### src/rtl/mcs6530_bus_arbiter_if.sv
// Bus bundle between the CPU/host requesters, the arbiter and one mcs6530 port.
// The arbiter takes the slave view; the requesters and the chip model take the master view.
interface mcs6530_bus_arbiter_if;
  logic       cpu_req, cpu_we_n, cpu_rs0, cpu_cs1;
  logic [9:0] cpu_a;
  logic [7:0] cpu_di;
  logic       cpu_rdy;
  logic [7:0] cpu_do;
  logic       cpu_do_valid;

  logic       host_req, host_we_n, host_rs0, host_cs1;
  logic [9:0] host_a;
  logic [7:0] host_di;
  logic       host_ack;
  logic [7:0] host_rdata;
  logic       host_rvalid, host_rerr;

  logic       mcs_we_n, mcs_rs0, mcs_cs1;
  logic [9:0] mcs_a;
  logic [7:0] mcs_di;
  logic [7:0] mcs_do;
  logic       mcs_oe;

  modport slave (
    input  cpu_req, cpu_we_n, cpu_rs0, cpu_cs1, cpu_a, cpu_di,
    output cpu_rdy, cpu_do, cpu_do_valid,
    input  host_req, host_we_n, host_rs0, host_cs1, host_a, host_di,
    output host_ack, host_rdata, host_rvalid, host_rerr,
    output mcs_we_n, mcs_rs0, mcs_cs1, mcs_a, mcs_di,
    input  mcs_do, mcs_oe
  );

  modport master (
    output cpu_req, cpu_we_n, cpu_rs0, cpu_cs1, cpu_a, cpu_di,
    input  cpu_rdy, cpu_do, cpu_do_valid,
    output host_req, host_we_n, host_rs0, host_cs1, host_a, host_di,
    input  host_ack, host_rdata, host_rvalid, host_rerr,
    input  mcs_we_n, mcs_rs0, mcs_cs1, mcs_a, mcs_di,
    output mcs_do, mcs_oe
  );
endinterface

### src/rtl/mcs6530_bus_arbiter.sv
// Shares one mcs6530 bus port between the 6502 and a host/debug requester:
// CPU-first priority with a starvation-forced host slot, tagged read-response steering.
module mcs6530_bus_arbiter #(
  parameter int STARVE_LIMIT = 15,
  parameter int WAIT_W       = 4
) (
  input  logic                  phi2,
  input  logic                  rst,
  mcs6530_bus_arbiter_if.slave  bus
);
  typedef struct packed {
    logic       we_n;
    logic       rs0;
    logic       cs1;
    logic [9:0] a;
    logic [7:0] di;
  } acc_t;

  // rs0=1/cs1=1 with no write deselects ROM, RAM, I/O and timer
  localparam acc_t IDLE = '{we_n: 1'b1, rs0: 1'b1, cs1: 1'b1, a: 10'h000, di: 8'h00};
  localparam logic [WAIT_W-1:0] LIMIT = WAIT_W'(STARVE_LIMIT);

  logic [WAIT_W-1:0] wait_q, wait_d;
  logic              pend_valid_q, pend_valid_d;
  logic              pend_host_q, pend_host_d;
  logic [7:0]        cpu_do_q, cpu_do_d;
  logic [7:0]        host_rdata_q, host_rdata_d;

  logic force_gnt, gnt_cpu, gnt_host, rsp_cpu, rsp_host;
  acc_t cpu_acc, host_acc, bus_acc;

  assign cpu_acc  = '{we_n: bus.cpu_we_n, rs0: bus.cpu_rs0, cs1: bus.cpu_cs1,
                      a: bus.cpu_a, di: bus.cpu_di};
  assign host_acc = '{we_n: bus.host_we_n, rs0: bus.host_rs0, cs1: bus.host_cs1,
                      a: bus.host_a, di: bus.host_di};

  always_comb begin
    force_gnt = ~rst & bus.host_req & (wait_q == LIMIT);
    gnt_host  = ~rst & (force_gnt | (~bus.cpu_req & bus.host_req));
    gnt_cpu   = ~rst & ~force_gnt & bus.cpu_req;

    bus_acc = IDLE;
    if (gnt_host)     bus_acc = host_acc;
    else if (gnt_cpu) bus_acc = cpu_acc;

    // A waiting host only accumulates while it keeps asking and keeps losing
    wait_d = wait_q;
    if (rst || !bus.host_req || gnt_host) wait_d = '0;
    else if (wait_q != LIMIT)             wait_d = wait_q + 1'b1;

    pend_valid_d = (gnt_host & bus.host_we_n) | (gnt_cpu & bus.cpu_we_n);
    pend_host_d  = gnt_host;

    // The chip's read data lands one cycle after issue; show it live, hold it after
    rsp_cpu  = ~rst & pend_valid_q & ~pend_host_q;
    rsp_host = ~rst & pend_valid_q &  pend_host_q;

    cpu_do_d     = rsp_cpu  ? bus.mcs_do : cpu_do_q;
    host_rdata_d = rsp_host ? bus.mcs_do : host_rdata_q;
  end

  always_ff @(posedge phi2) begin
    if (rst) begin
      wait_q       <= '0;
      pend_valid_q <= 1'b0;
      pend_host_q  <= 1'b0;
      cpu_do_q     <= 8'h00;
      host_rdata_q <= 8'h00;
    end else begin
      wait_q       <= wait_d;
      pend_valid_q <= pend_valid_d;
      pend_host_q  <= pend_host_d;
      cpu_do_q     <= cpu_do_d;
      host_rdata_q <= host_rdata_d;
    end
  end

  assign bus.mcs_we_n     = bus_acc.we_n;
  assign bus.mcs_rs0      = bus_acc.rs0;
  assign bus.mcs_cs1      = bus_acc.cs1;
  assign bus.mcs_a        = bus_acc.a;
  assign bus.mcs_di       = bus_acc.di;

  assign bus.cpu_rdy      = ~rst & ~force_gnt;
  assign bus.cpu_do       = rst ? 8'h00 : cpu_do_d;
  assign bus.cpu_do_valid = rsp_cpu;

  assign bus.host_ack     = gnt_host;
  assign bus.host_rdata   = rst ? 8'h00 : host_rdata_d;
  assign bus.host_rvalid  = rsp_host;
  assign bus.host_rerr    = rsp_host & ~bus.mcs_oe;
endmodule

### src/flat_wrapper.sv
// flat-port wrapper written by rule: the top's interface ports become plain ports
module mcs6530_bus_arbiter_flat 
#(
  parameter int STARVE_LIMIT = 15,
  parameter int WAIT_W       = 4
)
  (phi2, rst, bus_cpu_req, bus_cpu_we_n, bus_cpu_rs0, bus_cpu_cs1, bus_cpu_a, bus_cpu_di, bus_cpu_rdy, bus_cpu_do, bus_cpu_do_valid, bus_host_req, bus_host_we_n, bus_host_rs0, bus_host_cs1, bus_host_a, bus_host_di, bus_host_ack, bus_host_rdata, bus_host_rvalid, bus_host_rerr, bus_mcs_we_n, bus_mcs_rs0, bus_mcs_cs1, bus_mcs_a, bus_mcs_di, bus_mcs_do, bus_mcs_oe);
  mcs6530_bus_arbiter_if bus_i ();
  input  logic phi2;
  input  logic rst;
  input wire logic [$bits(bus_i.cpu_req)-1:0] bus_cpu_req;
  input wire logic [$bits(bus_i.cpu_we_n)-1:0] bus_cpu_we_n;
  input wire logic [$bits(bus_i.cpu_rs0)-1:0] bus_cpu_rs0;
  input wire logic [$bits(bus_i.cpu_cs1)-1:0] bus_cpu_cs1;
  input wire logic [$bits(bus_i.cpu_a)-1:0] bus_cpu_a;
  input wire logic [$bits(bus_i.cpu_di)-1:0] bus_cpu_di;
  output wire logic [$bits(bus_i.cpu_rdy)-1:0] bus_cpu_rdy;
  output wire logic [$bits(bus_i.cpu_do)-1:0] bus_cpu_do;
  output wire logic [$bits(bus_i.cpu_do_valid)-1:0] bus_cpu_do_valid;
  input wire logic [$bits(bus_i.host_req)-1:0] bus_host_req;
  input wire logic [$bits(bus_i.host_we_n)-1:0] bus_host_we_n;
  input wire logic [$bits(bus_i.host_rs0)-1:0] bus_host_rs0;
  input wire logic [$bits(bus_i.host_cs1)-1:0] bus_host_cs1;
  input wire logic [$bits(bus_i.host_a)-1:0] bus_host_a;
  input wire logic [$bits(bus_i.host_di)-1:0] bus_host_di;
  output wire logic [$bits(bus_i.host_ack)-1:0] bus_host_ack;
  output wire logic [$bits(bus_i.host_rdata)-1:0] bus_host_rdata;
  output wire logic [$bits(bus_i.host_rvalid)-1:0] bus_host_rvalid;
  output wire logic [$bits(bus_i.host_rerr)-1:0] bus_host_rerr;
  output wire logic [$bits(bus_i.mcs_we_n)-1:0] bus_mcs_we_n;
  output wire logic [$bits(bus_i.mcs_rs0)-1:0] bus_mcs_rs0;
  output wire logic [$bits(bus_i.mcs_cs1)-1:0] bus_mcs_cs1;
  output wire logic [$bits(bus_i.mcs_a)-1:0] bus_mcs_a;
  output wire logic [$bits(bus_i.mcs_di)-1:0] bus_mcs_di;
  input wire logic [$bits(bus_i.mcs_do)-1:0] bus_mcs_do;
  input wire logic [$bits(bus_i.mcs_oe)-1:0] bus_mcs_oe;
  assign bus_i.cpu_req = bus_cpu_req;
  assign bus_i.cpu_we_n = bus_cpu_we_n;
  assign bus_i.cpu_rs0 = bus_cpu_rs0;
  assign bus_i.cpu_cs1 = bus_cpu_cs1;
  assign bus_i.cpu_a = bus_cpu_a;
  assign bus_i.cpu_di = bus_cpu_di;
  assign bus_cpu_rdy = bus_i.cpu_rdy;
  assign bus_cpu_do = bus_i.cpu_do;
  assign bus_cpu_do_valid = bus_i.cpu_do_valid;
  assign bus_i.host_req = bus_host_req;
  assign bus_i.host_we_n = bus_host_we_n;
  assign bus_i.host_rs0 = bus_host_rs0;
  assign bus_i.host_cs1 = bus_host_cs1;
  assign bus_i.host_a = bus_host_a;
  assign bus_i.host_di = bus_host_di;
  assign bus_host_ack = bus_i.host_ack;
  assign bus_host_rdata = bus_i.host_rdata;
  assign bus_host_rvalid = bus_i.host_rvalid;
  assign bus_host_rerr = bus_i.host_rerr;
  assign bus_mcs_we_n = bus_i.mcs_we_n;
  assign bus_mcs_rs0 = bus_i.mcs_rs0;
  assign bus_mcs_cs1 = bus_i.mcs_cs1;
  assign bus_mcs_a = bus_i.mcs_a;
  assign bus_mcs_di = bus_i.mcs_di;
  assign bus_i.mcs_do = bus_mcs_do;
  assign bus_i.mcs_oe = bus_mcs_oe;
  mcs6530_bus_arbiter #(.STARVE_LIMIT(STARVE_LIMIT), .WAIT_W(WAIT_W)) u_core (.phi2(phi2), .rst(rst), .bus(bus_i));
endmodule
### config.mk
export PLATFORM = sky130hd
export DESIGN_NAME = mcs6530_bus_arbiter_flat
export DESIGN_NICKNAME = d
export VERILOG_FILES = /design/src/rtl/mcs6530_bus_arbiter_if.sv /design/src/rtl/mcs6530_bus_arbiter.sv /design/src/flat_wrapper.sv
export SDC_FILE = /design/constraint.sdc
export NUM_CORES = 1
export LEC_CHECK = 0
export CORE_MARGIN = 2
export CORE_UTILIZATION = 30
export DETAILED_ROUTE_END_ITERATION = 10
export PLACE_DENSITY = 0.78
export SYNTH_ARGS = -nofsm -noshare
export SYNTH_HDL_FRONTEND = slang
export SYNTH_SLANG_ARGS = --single-unit
### constraint.sdc
create_clock -name phi2 -period 2.2 [get_ports phi2]
set_input_delay 0.44 -clock phi2 [delete_from_list [all_inputs] [get_ports phi2]]
set_output_delay 0.44 -clock phi2 [all_outputs]
set_load 0.05 [all_outputs]
==> run_results.csv <==
group,metric,value,unit
outcome,status,"completed",
global_route,grt_max_degree,14,
pwr,irDropWorstVdd,0.2392,mV
sta,fin_skew,0.008113,ns
placed_design,placed_cell_area,0.002759,sq mm
worst_setup_path,critical_path_class,"reg -> out",
route,drt_iter0_drc,52,
route,wl_met1,1548,um
worst_hold_path,min_delay_path_depth,1,
pwr,p_per_area,422.0,mW/mm^2
global_route,grt_usage,0.2065,
worst_setup_path,path_cells,"ha_4, a41oi_4, and2_4, buf_4, a22o_4, buf_12",
yosys,postSynthCellCount,123,
clocking,cts_setup_buffers,0,
worst_hold_path,worstHoldPathType,"reg -> reg",
die,dieArea,0.004264,sq mm
pwr,power_frac_clock,0.239,
worst_setup_path,endpoint_kind,"output port",
worst_setup_path,path_buf_inv,2,
finish,stdcell_count,284,
clocking,insertion_delay,0.26,ns
sta,slew_headroom,0.8323,
worst_setup_path,timing.rr.end,"u_core.pend_valid_q",
route,wl,4193,um
pwr,leakage,1.211,nW
route,route.met2.wl,2181,um
sta,whs,0.4669,ns
route,firstDrtPassIters,4,
yosys,yosysWarnings,0,
yosys,synth_nets,179,
worst_setup_path,worstPathArrival,1.68,ns
worst_setup_path,crit_fanout,4,
global_route,grt_pass1_vias,1494,
sta,worst_slew_pin_slew,0.2512,ns
route,wl_per_cell,14.76,um
clocking,cts_inserted_buffers,3,
route,remaining_drc_errors,0,
finish,nets,293,
clocking,path_clk_slew,0.08,ns
worst_setup_path,crit_family,"flip-flops",
die,ios,97,
worst_setup_path,critPathSlowestCell,"dfxtp_1",
worst_setup_path,path_depth,6,
worst_setup_path,critPathMaxStageDelay,0.38,ns
worst_setup_path,rrSetupSlack,0.93,ns
sta,rsz0062_at_grt,"no",
sta,final_hold_viol_count,0,
finish,fillerInstances,233,
clocking,cts_root_buf,"clkbuf_8",
sta,finalMaxSlewViolations,0,
yosys,netlist_top_cells_area,"dfxtp_1, nand2_1, a22o_2, a22o_1, nand3b_1",
pwr,switchingPower,0.0003608,W
finish,fin_area,0.002851,sq mm
yosys,syn_area_per_cell,9.165,sq um
placed_design,dp_hpwl,3525,um
pwr,p_int,0.0008425,W
clocking,cts_resized,9,
sta,report.final.setup_viol,0,
yosys,synth_top_cell_area_share,0.3907,
placed_design,dp_cells,280,
clocking,clockBufferDepth,2,
finish,drive_gt1_frac,0.4449,
route,dr_total_vias,1329,
clocking,cts_tree,"yes",
yosys,synth.distinct_cells,29,
route,route.met3.wl,431,um
yosys,syn_area,0.001127,sq mm
global_route,antenna_found_initial,0,
sta,fin_crit,2.123,ns
die,die_w,65.30,um
die,die_y,65.30,um
yosys,ys_seq_elements,22,
pwr,p_seq_frac,0.345,
placed_design,io_buffers,96,
worst_setup_path,rr_worst_depth,5,
die,std_cell_rows,22,
sta,fin_crit_sh,0.9651,
finish,syn_to_final_growth,152.9,%
finish,antenna_cells,0,
pwr,combPwrFrac,0.416,
yosys,yosysTopAreaCell,"dfxtp_1",
clocking,cts.htree.levels,1,
global_route,grt_pass1_wl,6886,um
pwr,p_sw_frac,0.2998,
worst_setup_path,worstPathRequired,1.76,ns
worst_setup_path,r2r_start,"u_core.wait_q[1]",
clocking,cts_hold_buffers,0,
route,top_layer,"met4",
die,start_util,0.3103,
route,ant_nets,0,
global_route,grt_overflow,0,
job,cap_viol_max_count,0,
sta,max_freq,0.4710,GHz
placed_design,gp_congestion,0.7533,
route,vias_per_cell,4.680,
worst_setup_path,crit_path_end,"bus_mcs_a[0]",
worst_setup_path,start_kind,"flip-flop",
die,core_area,0.003633,sq mm
clocking,numClockSinks,22,
yosys,ys_seq_area_frac,0.3907,
worst_setup_path,startpoint,"u_core.wait_q[1]",
synth_stat cells:
| cell type | count |
|---|---|
| nand2b_1 | 8 |
| buf_8 | 1 |
| a22o_1 | 10 |
| nand2b_4 | 1 |
| clkbuf_1 | 1 |
| nand3b_1 | 8 |
| xor2_1 | 1 |
| nor3_1 | 4 |
| dfxtp_1 | 22 |
| buf_2 | 1 |
| nor2_1 | 1 |
| and2_4 | 1 |
| a2bb2oi_1 | 3 |
| clkinv_1 | 1 |
| a21oi_4 | 1 |
| nand2_1 | 26 |
| a22o_2 | 9 |
| ha_1 | 1 |
| a21oi_1 | 1 |
| o21ai_1 | 1 |
| nand3b_2 | 1 |
| a41oi_2 | 1 |
| o21ai_0 | 7 |
| xnor2_1 | 1 |
| inv_1 | 4 |
| clkbuf_2 | 1 |
| nand3_1 | 2 |
| buf_6 | 3 |
| nor3b_4 | 1 |
flip-flops by register name, summed over array words and instances, names as in the netlist:
register / flops
u_core.host_rdata_q: 8
u_core.cpu_do_q: 8
u_core.pend_valid_q: 1
u_core.wait_q: 4
u_core.pend_host_q: 1
layout make-up:
cell class,instances,area (sq um),share of cell area
multi-input combinational,89,764.5,0.2681
timing repair buffer,116,1510,0.5296
clock buffer,4,55.05,0.01931
tap,48,60.06,0.02106
sequential,22,441.7,0.1549
inverter,5,20.02,0.007021
per-stage QoR:
step           total power, W  setup slack [ns]    util  TNS [ns]
2_1_floorplan       0.0006418           -0.1884       -   -0.9334
3_3_place_gp        0.0009182           -0.1392  0.7593    -3.002
3_5_place_dp        0.0009258           -0.1668  0.7593    -3.741
4_1_cts              0.001210          0.007159  0.7810         0
5_1_grt              0.001252           0.01556  0.7848         0
6_report             0.001203           0.07687  0.7848         0
worst min-delay path by stage:
| stage | from | to | slack, ns |
|---|---|---|---|
| 2_1_floorplan | u_core.wait_q[0] | u_core.wait_q[0] | 0.43 |
| 3_3_place_gp | u_core.wait_q[0] | u_core.wait_q[0] | 0.44 |
| 3_5_place_dp | u_core.wait_q[0] | u_core.wait_q[0] | 0.45 |
| 4_1_cts | u_core.wait_q[0] | u_core.wait_q[0] | 0.47 |
| 5_1_grt | u_core.wait_q[0] | u_core.wait_q[0] | 0.48 |
| 6_report | u_core.wait_q[0] | u_core.wait_q[0] | 0.47 |
placed cells by master (no fill, tap or decap), types with 2 or more instances in the layout:
cell type	count
buf_12	40
clkdlybuf4s50_1	51
nand2_1	26
nor3_1	4
nand3b_1	8
a22o_2	9
nand2b_1	8
a22o_4	10
o21ai_2	8
inv_1	4
dlygate4sd2_1	2
dfxtp_1	21
a2bb2oi_2	2
clkbuf_8	4
buf_4	21
power groups by stage:
stage / Sequential (W) / Clock (W) / Combinational [W]
final: 0.000415 / 0.000287 / 0.000501
after global routing: 0.000416 / 0.000313 / 0.000522
after CTS: 0.000414 / 0.000291 / 0.000505
after detailed placement: 0.000424 / 0 / 0.000502
after global placement: 0.000423 / 0 / 0.000495
after floorplan: 0.000422 / 0 / 0.000219
metal layers:
metal | up-vias | GRT usage
met5 | - | 0
met4 | 0 | 0.03906
met3 | 4 | 0.06849
met2 | 72 | 0.3801
met1 | 592 | 0.2317
li1 | 661 | -
cell families (layout without fill, tap and decap cells):
family,count (synthesis),after routing,share of synthesized area
and+or+nand+nor,53,53,0.2608
AOI/OAI and AO/OA,33,33,0.2497
DFF,22,22,0.3907
adders and majority gates,1,1,0.01110
xor gates and xnor gates,2,2,0.01554
buffers and inverters,12,125,0.07212
No activity file was read; power rests on OpenSTA's default activity.
==> patch 1, RTL diff (config.mk and constraints unchanged) <==
`WAIT_W` is set to 4 in 2 places; all go to 3.
--- a/src/rtl/mcs6530_bus_arbiter.sv
+++ b/src/rtl/mcs6530_bus_arbiter.sv
@@ -2,7 +2,7 @@
 // CPU-first priority with a starvation-forced host slot, tagged read-response steering.
 module mcs6530_bus_arbiter #(
   parameter int STARVE_LIMIT = 15,
-  parameter int WAIT_W       = 4
+  parameter int WAIT_W       = 3
 ) (
   input  logic                  phi2,
   input  logic                  rst,
--- a/src/flat_wrapper.sv
+++ b/src/flat_wrapper.sv
@@ -2,7 +2,7 @@
 module mcs6530_bus_arbiter_flat 
 #(
   parameter int STARVE_LIMIT = 15,
-  parameter int WAIT_W       = 4
+  parameter int WAIT_W       = 3
 )
   (phi2, rst, bus_cpu_req, bus_cpu_we_n, bus_cpu_rs0, bus_cpu_cs1, bus_cpu_a, bus_cpu_di, bus_cpu_rdy, bus_cpu_do, bus_cpu_do_valid, bus_host_req, bus_host_we_n, bus_host_rs0, bus_host_cs1, bus_host_a, bus_host_di, bus_host_ack, bus_host_rdata, bus_host_rvalid, bus_host_rerr, bus_mcs_we_n, bus_mcs_rs0, bus_mcs_cs1, bus_mcs_a, bus_mcs_di, bus_mcs_do, bus_mcs_oe);
   mcs6530_bus_arbiter_if bus_i ();
Function: changed (a bounded check fails within 10 cycles, from zero or initial values and one cycle with rst high).
==> patch 1 against the unedited design <==
- count of clock-buffer cells in the layout did not move
- power fell by 5.6%
- worst setup slack got worse by 0.043 ns
- via count rose by 13%
- design area fell by 3.6%
- sequential cell count fell by 1
- final cell count rose by 2.5%
- highest routed layer unchanged
- global-route usage rose by 0.72 points
- sequential power fell by 4.8%
- utilization fell by 5.0 points
- wire length rose by 8.6%
- synthesized area rose by 5.2%
==> patch 1: results (changes against the unedited design) <==
Parameter                              Value

Drt
  Starting DRC count in detailed routing ... 61 (+17%)
  Vias per std cell ... 5.175 (+11%)
  Detailed-route wire length ... 4.553 mm (+8.6%)

Synth
  Synth Area in Compound Gates ... 0.2162 (-0.03348)
  Mux cell area share after synthesis ... 0.06751 (+0.06751)
  Sequential share of the synthesized area ... 0.3544 (-0.03625)
  Leading cell types by count after synthesis ... sky130_fd_sc_hd__nor2_1 (35), sky130_fd_sc_hd__a32oi_1 (22), sky130_fd_sc_hd__dfxtp_1 (21)
  Share of synthesized cell area in full adder, half adder and majority cells ... 0.02110 (+0.009998)
  Cell types occupying the most area after synthesis ... sky130_fd_sc_hd__dfxtp_1 (35%), sky130_fd_sc_hd__a32oi_1 (16%), sky130_fd_sc_hd__nor2_1 (11%), sky130_fd_sc_hd__mux2i_1 (6.8%), sky130_fd_sc_hd__a21oi_1 (3.8%)
  Ys Warns ... 0 (unchanged)
  Net Count, Synth ... 198 (+11%)
  Xor and xnor fraction of the mapped netlist area ... 0 (-0.01554)
  Gate count of the mapped netlist ... 141 (+15%)

Pwr
  Switching power total ... 362.1 uW (+0.34%)
  IR drop worst, VDD ... 0.2000 mV (-16%)
  Leakage ... 1.101 nW (-9.1%)

Setup path
  Critical-path top delay cell ... sky130_fd_sc_hd__dfxtp_2
  Launch point of the worst reg-to-reg path ... u_core.wait_q[0]
  Arrival time reported for the critical path endpoint ... 1.73 ns (+0.05 ns)
  Delay-heaviest family, CP ... flip-flops
  Timing startpoint of the critical path ... u_core.wait_q[0]
  Crit Path Max Fanout ... 11 (+7)
  Worst stage delay on the critical path ... 0.34 ns (-0.04 ns)

Placement
  Final weighted congestion in routability-driven placement ... 0.6894 (-8.5%)
  Placed cell area ... 2571 um2 (-6.8%)
  DP Cell Count ... 281 (+0.36%)
  Post-placement setup slack ... -0.1039 ns (+0.06282 ns)
  Total half-perimeter wirelength after legalization and detailed placement ... 3.363 mm (-4.6%)

Layout
  Fraction of layout instances using a drive strength above 1 ... 0.3169 (-0.1280)
  Total inserted antenna cells ... 0 (unchanged)
  Net count, final ... 301 (+2.7%)
  Largest registers ... u_core.cpu_do_q x8, u_core.host_rdata_q x8, u_core.wait_q x3

Timing
  Worst slew margin relative to its limit ... 0.7262 (-0.1061)
  Layout Skew ... 0.003247 ns (-0.004865 ns)

Global routing
  GRT Util Overall ... 0.2137 (+0.007171)
  Number of global-route vias before repair ... 1574 (+5.4%)
  Global-route wire length before repair ... 7.224 mm (+4.9%)
  Antenna violations before repair ... 0 (unchanged)
  Largest net degree at the start of global routing ... 23 (+9)

Run status
  Run status ... completed
patch 1: cell types whose count changed in the layout (fill, tap and decap cells not counted), moves of 9 or more:
| cell | before | now |
|---|---|---|
| sky130_fd_sc_hd__nor2_1 | 1 | 31 |
| sky130_fd_sc_hd__a22o_4 | 10 | 0 |
| sky130_fd_sc_hd__a22o_2 | 9 | 0 |
| sky130_fd_sc_hd__a32oi_1 | 0 | 19 |
| sky130_fd_sc_hd__nand2_1 | 26 | 11 |
patch 1: power by group through the flow:
stage / clock network (mW) / logic, mW / registers [mW]
floorplan: 0 / 0.217 / 0.402
global placement: 0 / 0.475 / 0.403
detailed placement: 0 / 0.480 / 0.404
CTS: 0.250 / 0.501 / 0.395
global route: 0.269 / 0.520 / 0.396
finish: 0.244 / 0.496 / 0.395
patch 1: area by class of cell:
type,instances,area [um2]
repair buffers,111,1490
flip-flops and latches,21,421.7
fillers,268,994.7
multi-input cells,107,732.0
well taps,48,60.06
clock buffers,4,45.04
patch 1: metal layers:
| layer | track usage | part of all wire |
|---|---|---|
| met1 | 0.2163 | 0.36 |
| met2 | 0.3875 | 0.50 |
| met3 | 0.07601 | 0.10 |
| met4 | 0.09949 | 0.032 |
| met5 | 0 | 0 |
patch 1: logic make-up (layout without fill, tap and decap cells):
| group | after synthesis | in the layout |
|---|---|---|
| AOI/OAI and AO/OA | 32 | 32 |
| muxes | 8 | 8 |
| and+or+nand+nor | 63 | 65 |
| adders and majority gates | 2 | 2 |
| buffers and inverters | 15 | 115 |
| DFF | 21 | 21 |
patch 1: worst paths after layout:
path | cells past startpoint | slack, ns | to
hold reg to reg | 1 | 0.44 | u_core.wait_q[0]
setup reg to reg | 6 | 0.87 | u_core.pend_valid_q
setup / recovery | 7 | 0.03 | bus_mcs_di[4]
hold / removal | 1 | 0.44 | u_core.wait_q[0]
==> patch 2, RTL diff (same flow settings) <==
Without the edit above. `host_rdata_q` no longer has a reset.
--- a/src/rtl/mcs6530_bus_arbiter.sv
+++ b/src/rtl/mcs6530_bus_arbiter.sv
@@ -65,14 +65,16 @@
       pend_valid_q <= 1'b0;
       pend_host_q  <= 1'b0;
       cpu_do_q     <= 8'h00;
-      host_rdata_q <= 8'h00;
     end else begin
       wait_q       <= wait_d;
       pend_valid_q <= pend_valid_d;
       pend_host_q  <= pend_host_d;
       cpu_do_q     <= cpu_do_d;
-      host_rdata_q <= host_rdata_d;
     end
+  end
+
+  always_ff @(posedge phi2) begin
+    host_rdata_q <= host_rdata_d;
   end
 
   assign bus.mcs_we_n     = bus_acc.we_n;
Check against the original RTL: differs if rst is asserted again (counterexample within 4 cycles, from zero or initial values and one cycle with rst high); with rst held inactive, the same outputs for 10 cycles.
==> patch 2 against the unedited design <==
- count of clock-buffer cells in the layout fell by 1
- worst setup slack gained 0.014 ns
- power is 9.6% higher
- combinational power increased by 26%
- sequential cell count stayed put
- synthesized area up 9.5%
- worst hold slack worse by 0.0042 ns
- wire length fell by 10%
- sequential share of layout area rose by 0.73 points
- design area shrank 4.5%
- critical endpoint is now bus_mcs_we_n
- largest power group unchanged
==> patch 2: results (changes against the unedited design) <==
Parameter                              Value

Placement
  Port-buffer cells ... 96 (unchanged)
  Final weighted congestion in routability-driven placement ... 0.7455 (-1.0%)
  Total half-perimeter wirelength after legalization and detailed placement ... 3.125 mm (-11%)
  DP Cell Count ... 266 (-5.0%)

Synth
  Synth Area in Compound Gates ... 0.2128 (-0.03696)
  Net Count, Synth ... 172 (-3.9%)
  Mux cell area share after synthesis ... 0.09726 (+0.09726)
  Sequential share of the synthesized area ... 0.3566 (-0.03404)
  Cell types occupying the most area after synthesis ... sky130_fd_sc_hd__dfxtp_1 (36%), sky130_fd_sc_hd__a22o_1 (13%), sky130_fd_sc_hd__mux2_4 (9.7%), sky130_fd_sc_hd__nor2b_4 (8.9%), sky130_fd_sc_hd__nand2b_1 (4.1%)
  Leading cell types by count after synthesis ... sky130_fd_sc_hd__dfxtp_1 (22), sky130_fd_sc_hd__a22o_1 (19), sky130_fd_sc_hd__nand2_1 (10)
  Ys Warns ... 0 (unchanged)
  Mean area per synthesized cell ... 10.65 um2 (+16%)
  Count of different cell masters after synthesis ... 25 (-14%)
  Async set-reset flop share out of synthesis ... 0 (unchanged)
  Xor and xnor fraction of the mapped netlist area ... 0.01418 (-0.001354)
  Share of synthesized cell area in full adder, half adder and majority cells ... 0.01013 (-0.0009671)

Layout
  Fraction of layout instances using a drive strength above 1 ... 0.5045 (+0.05963)
  Total of fill cells in the finished design ... 293 (+26%)
  Net count, final ... 278 (-5.1%)

Clock network
  Worst-path clk slew ... roughly 0.070 ns

Timing
  Worst Max-Slew Pin Slew ... 0.2526 ns (+0.001424 ns)
  Layout Skew ... 0.001398 ns (-0.006715 ns)

Drt
  Starting DRC count in detailed routing ... 21 (-60%)
  Routed via count ... 1269 (-4.5%)
  DR WL/cell ... 13.97 um (-5.4%)
  Top Layer Used ... met4
  Wire length the detailed router placed on met1 ... 1.328 mm (-14%)
  Routed length on met3 ... 416 um (-3.5%)
  Vias per std cell ... 4.700 (+0.44%)
  First-pass detailed-route iteration total ... 3 (-1)
  Met2 Routed Length ... 2.013 mm (-7.7%)

Setup path
  Worst stage delay on the critical path ... 0.26 ns (-0.12 ns)
  Delay-heaviest family, CP ... buffers and inverters
  Critical-path top delay cell ... sky130_fd_sc_hd__dlygate4sd2_1

Global routing
  Antenna violations before repair ... 0 (unchanged)
  GRT Util Overall ... 0.1663 (-0.04019)
  Global-route wire length before repair ... 5.858 mm (-15%)
  Number of global-route vias before repair ... 1248 (-16%)
  Largest net degree at the start of global routing ... 24 (+10)

Run status
  Run status ... completed

Pwr
  Leakage ... 1.162 nW (-4.0%)
  IR drop worst, VDD ... 0.2121 mV (-11%)
==> patch 2: cell types whose count changed in the layout (fill, tap and decap cells not counted), sizes merged, moves of 8 or more <==
cell    before  now
buf         62   54
mux2         0    8
nand2       26   10
nand3b       9    1
nor2b        0    8
==> patch 2: worst reg2reg max path, cell delays in order, from the launching register on <==
cell,delay (ns)
sky130_fd_sc_hd__dfxtp_1,0.38
sky130_fd_sc_hd__ha_4,0.18
sky130_fd_sc_hd__nand3_1,0.13
sky130_fd_sc_hd__a21oi_2,0.21
sky130_fd_sc_hd__buf_12,0.19
sky130_fd_sc_hd__a22o_1,0.15
==> patch 2: where the power goes <==
part	internal, mW	switching (mW)
sequential	0.436	0.0134
clock	0.122	0.119
combinational	0.335	0.294
total	0.893	0.426
==> patch 2: per-layer routing <==
layer / track usage / up-vias
met5: 0 / -
met4: 0.03000 / 0
met3: 0.05921 / 4
met2: 0.3034 / 69
met1: 0.1863 / 573
li1: - / 623
==> patch 2: worst paths after layout <==
check / cells past startpoint / endpoint / from
setup / recovery: 7 / bus_mcs_we_n / rst
hold / removal: 1 / u_core.wait_q[0] / u_core.wait_q[0]
setup reg to reg: 5 / u_core.pend_valid_q / u_core.wait_q[1]
hold reg to reg: 1 / u_core.wait_q[0] / u_core.wait_q[0]
==> patch 2: cell type report <==
type / instances / share of cell area
inverters: 5 / 0.006890
multi-input cells: 82 / 0.2986
repair buffers: 108 / 0.4943
well taps: 50 / 0.02297
flip-flops and latches: 22 / 0.1622
clock buffers: 3 / 0.01516
==> patch 2: what timing repair did <==
action                                  in CTS  in global routing
endpoints found under the setup margin      37                 22
endpoints found under the hold margin        0                  0
setup buffers                                0                  0
pin swaps                                    0                  1
gates cloned                                 1                  0
gates resized for setup                     10                  5
==> patch 2: cells by family (layout without fill, tap and decap cells) <==
group / Yosys count / in the layout
adders and majority gates: 1 / 1
and+or+nand+nor: 37 / 38
muxes: 8 / 8
AOI/OAI and AO/OA: 33 / 33
xor gates and xnor gates: 2 / 2
DFF: 22 / 22
buffers and inverters: 13 / 116
==> patch 2: stage by stage <==
stage               setup TNS, ns  setup WS, ns  instance area [um2]  total power, mW  hold WS [ns]
floorplan                  -1.181       -0.1503                 1291           0.7874        0.4278
global route                    0      0.007093                 2724            1.385        0.4804
detailed placement         -4.364       -0.1549                 2630            1.084        0.4476
global placement           -3.884       -0.1292                 2630            1.076        0.4442
CTS                             0      0.008252                 2698            1.332        0.4682
finish                          0       0.09086                 2724            1.319        0.4627
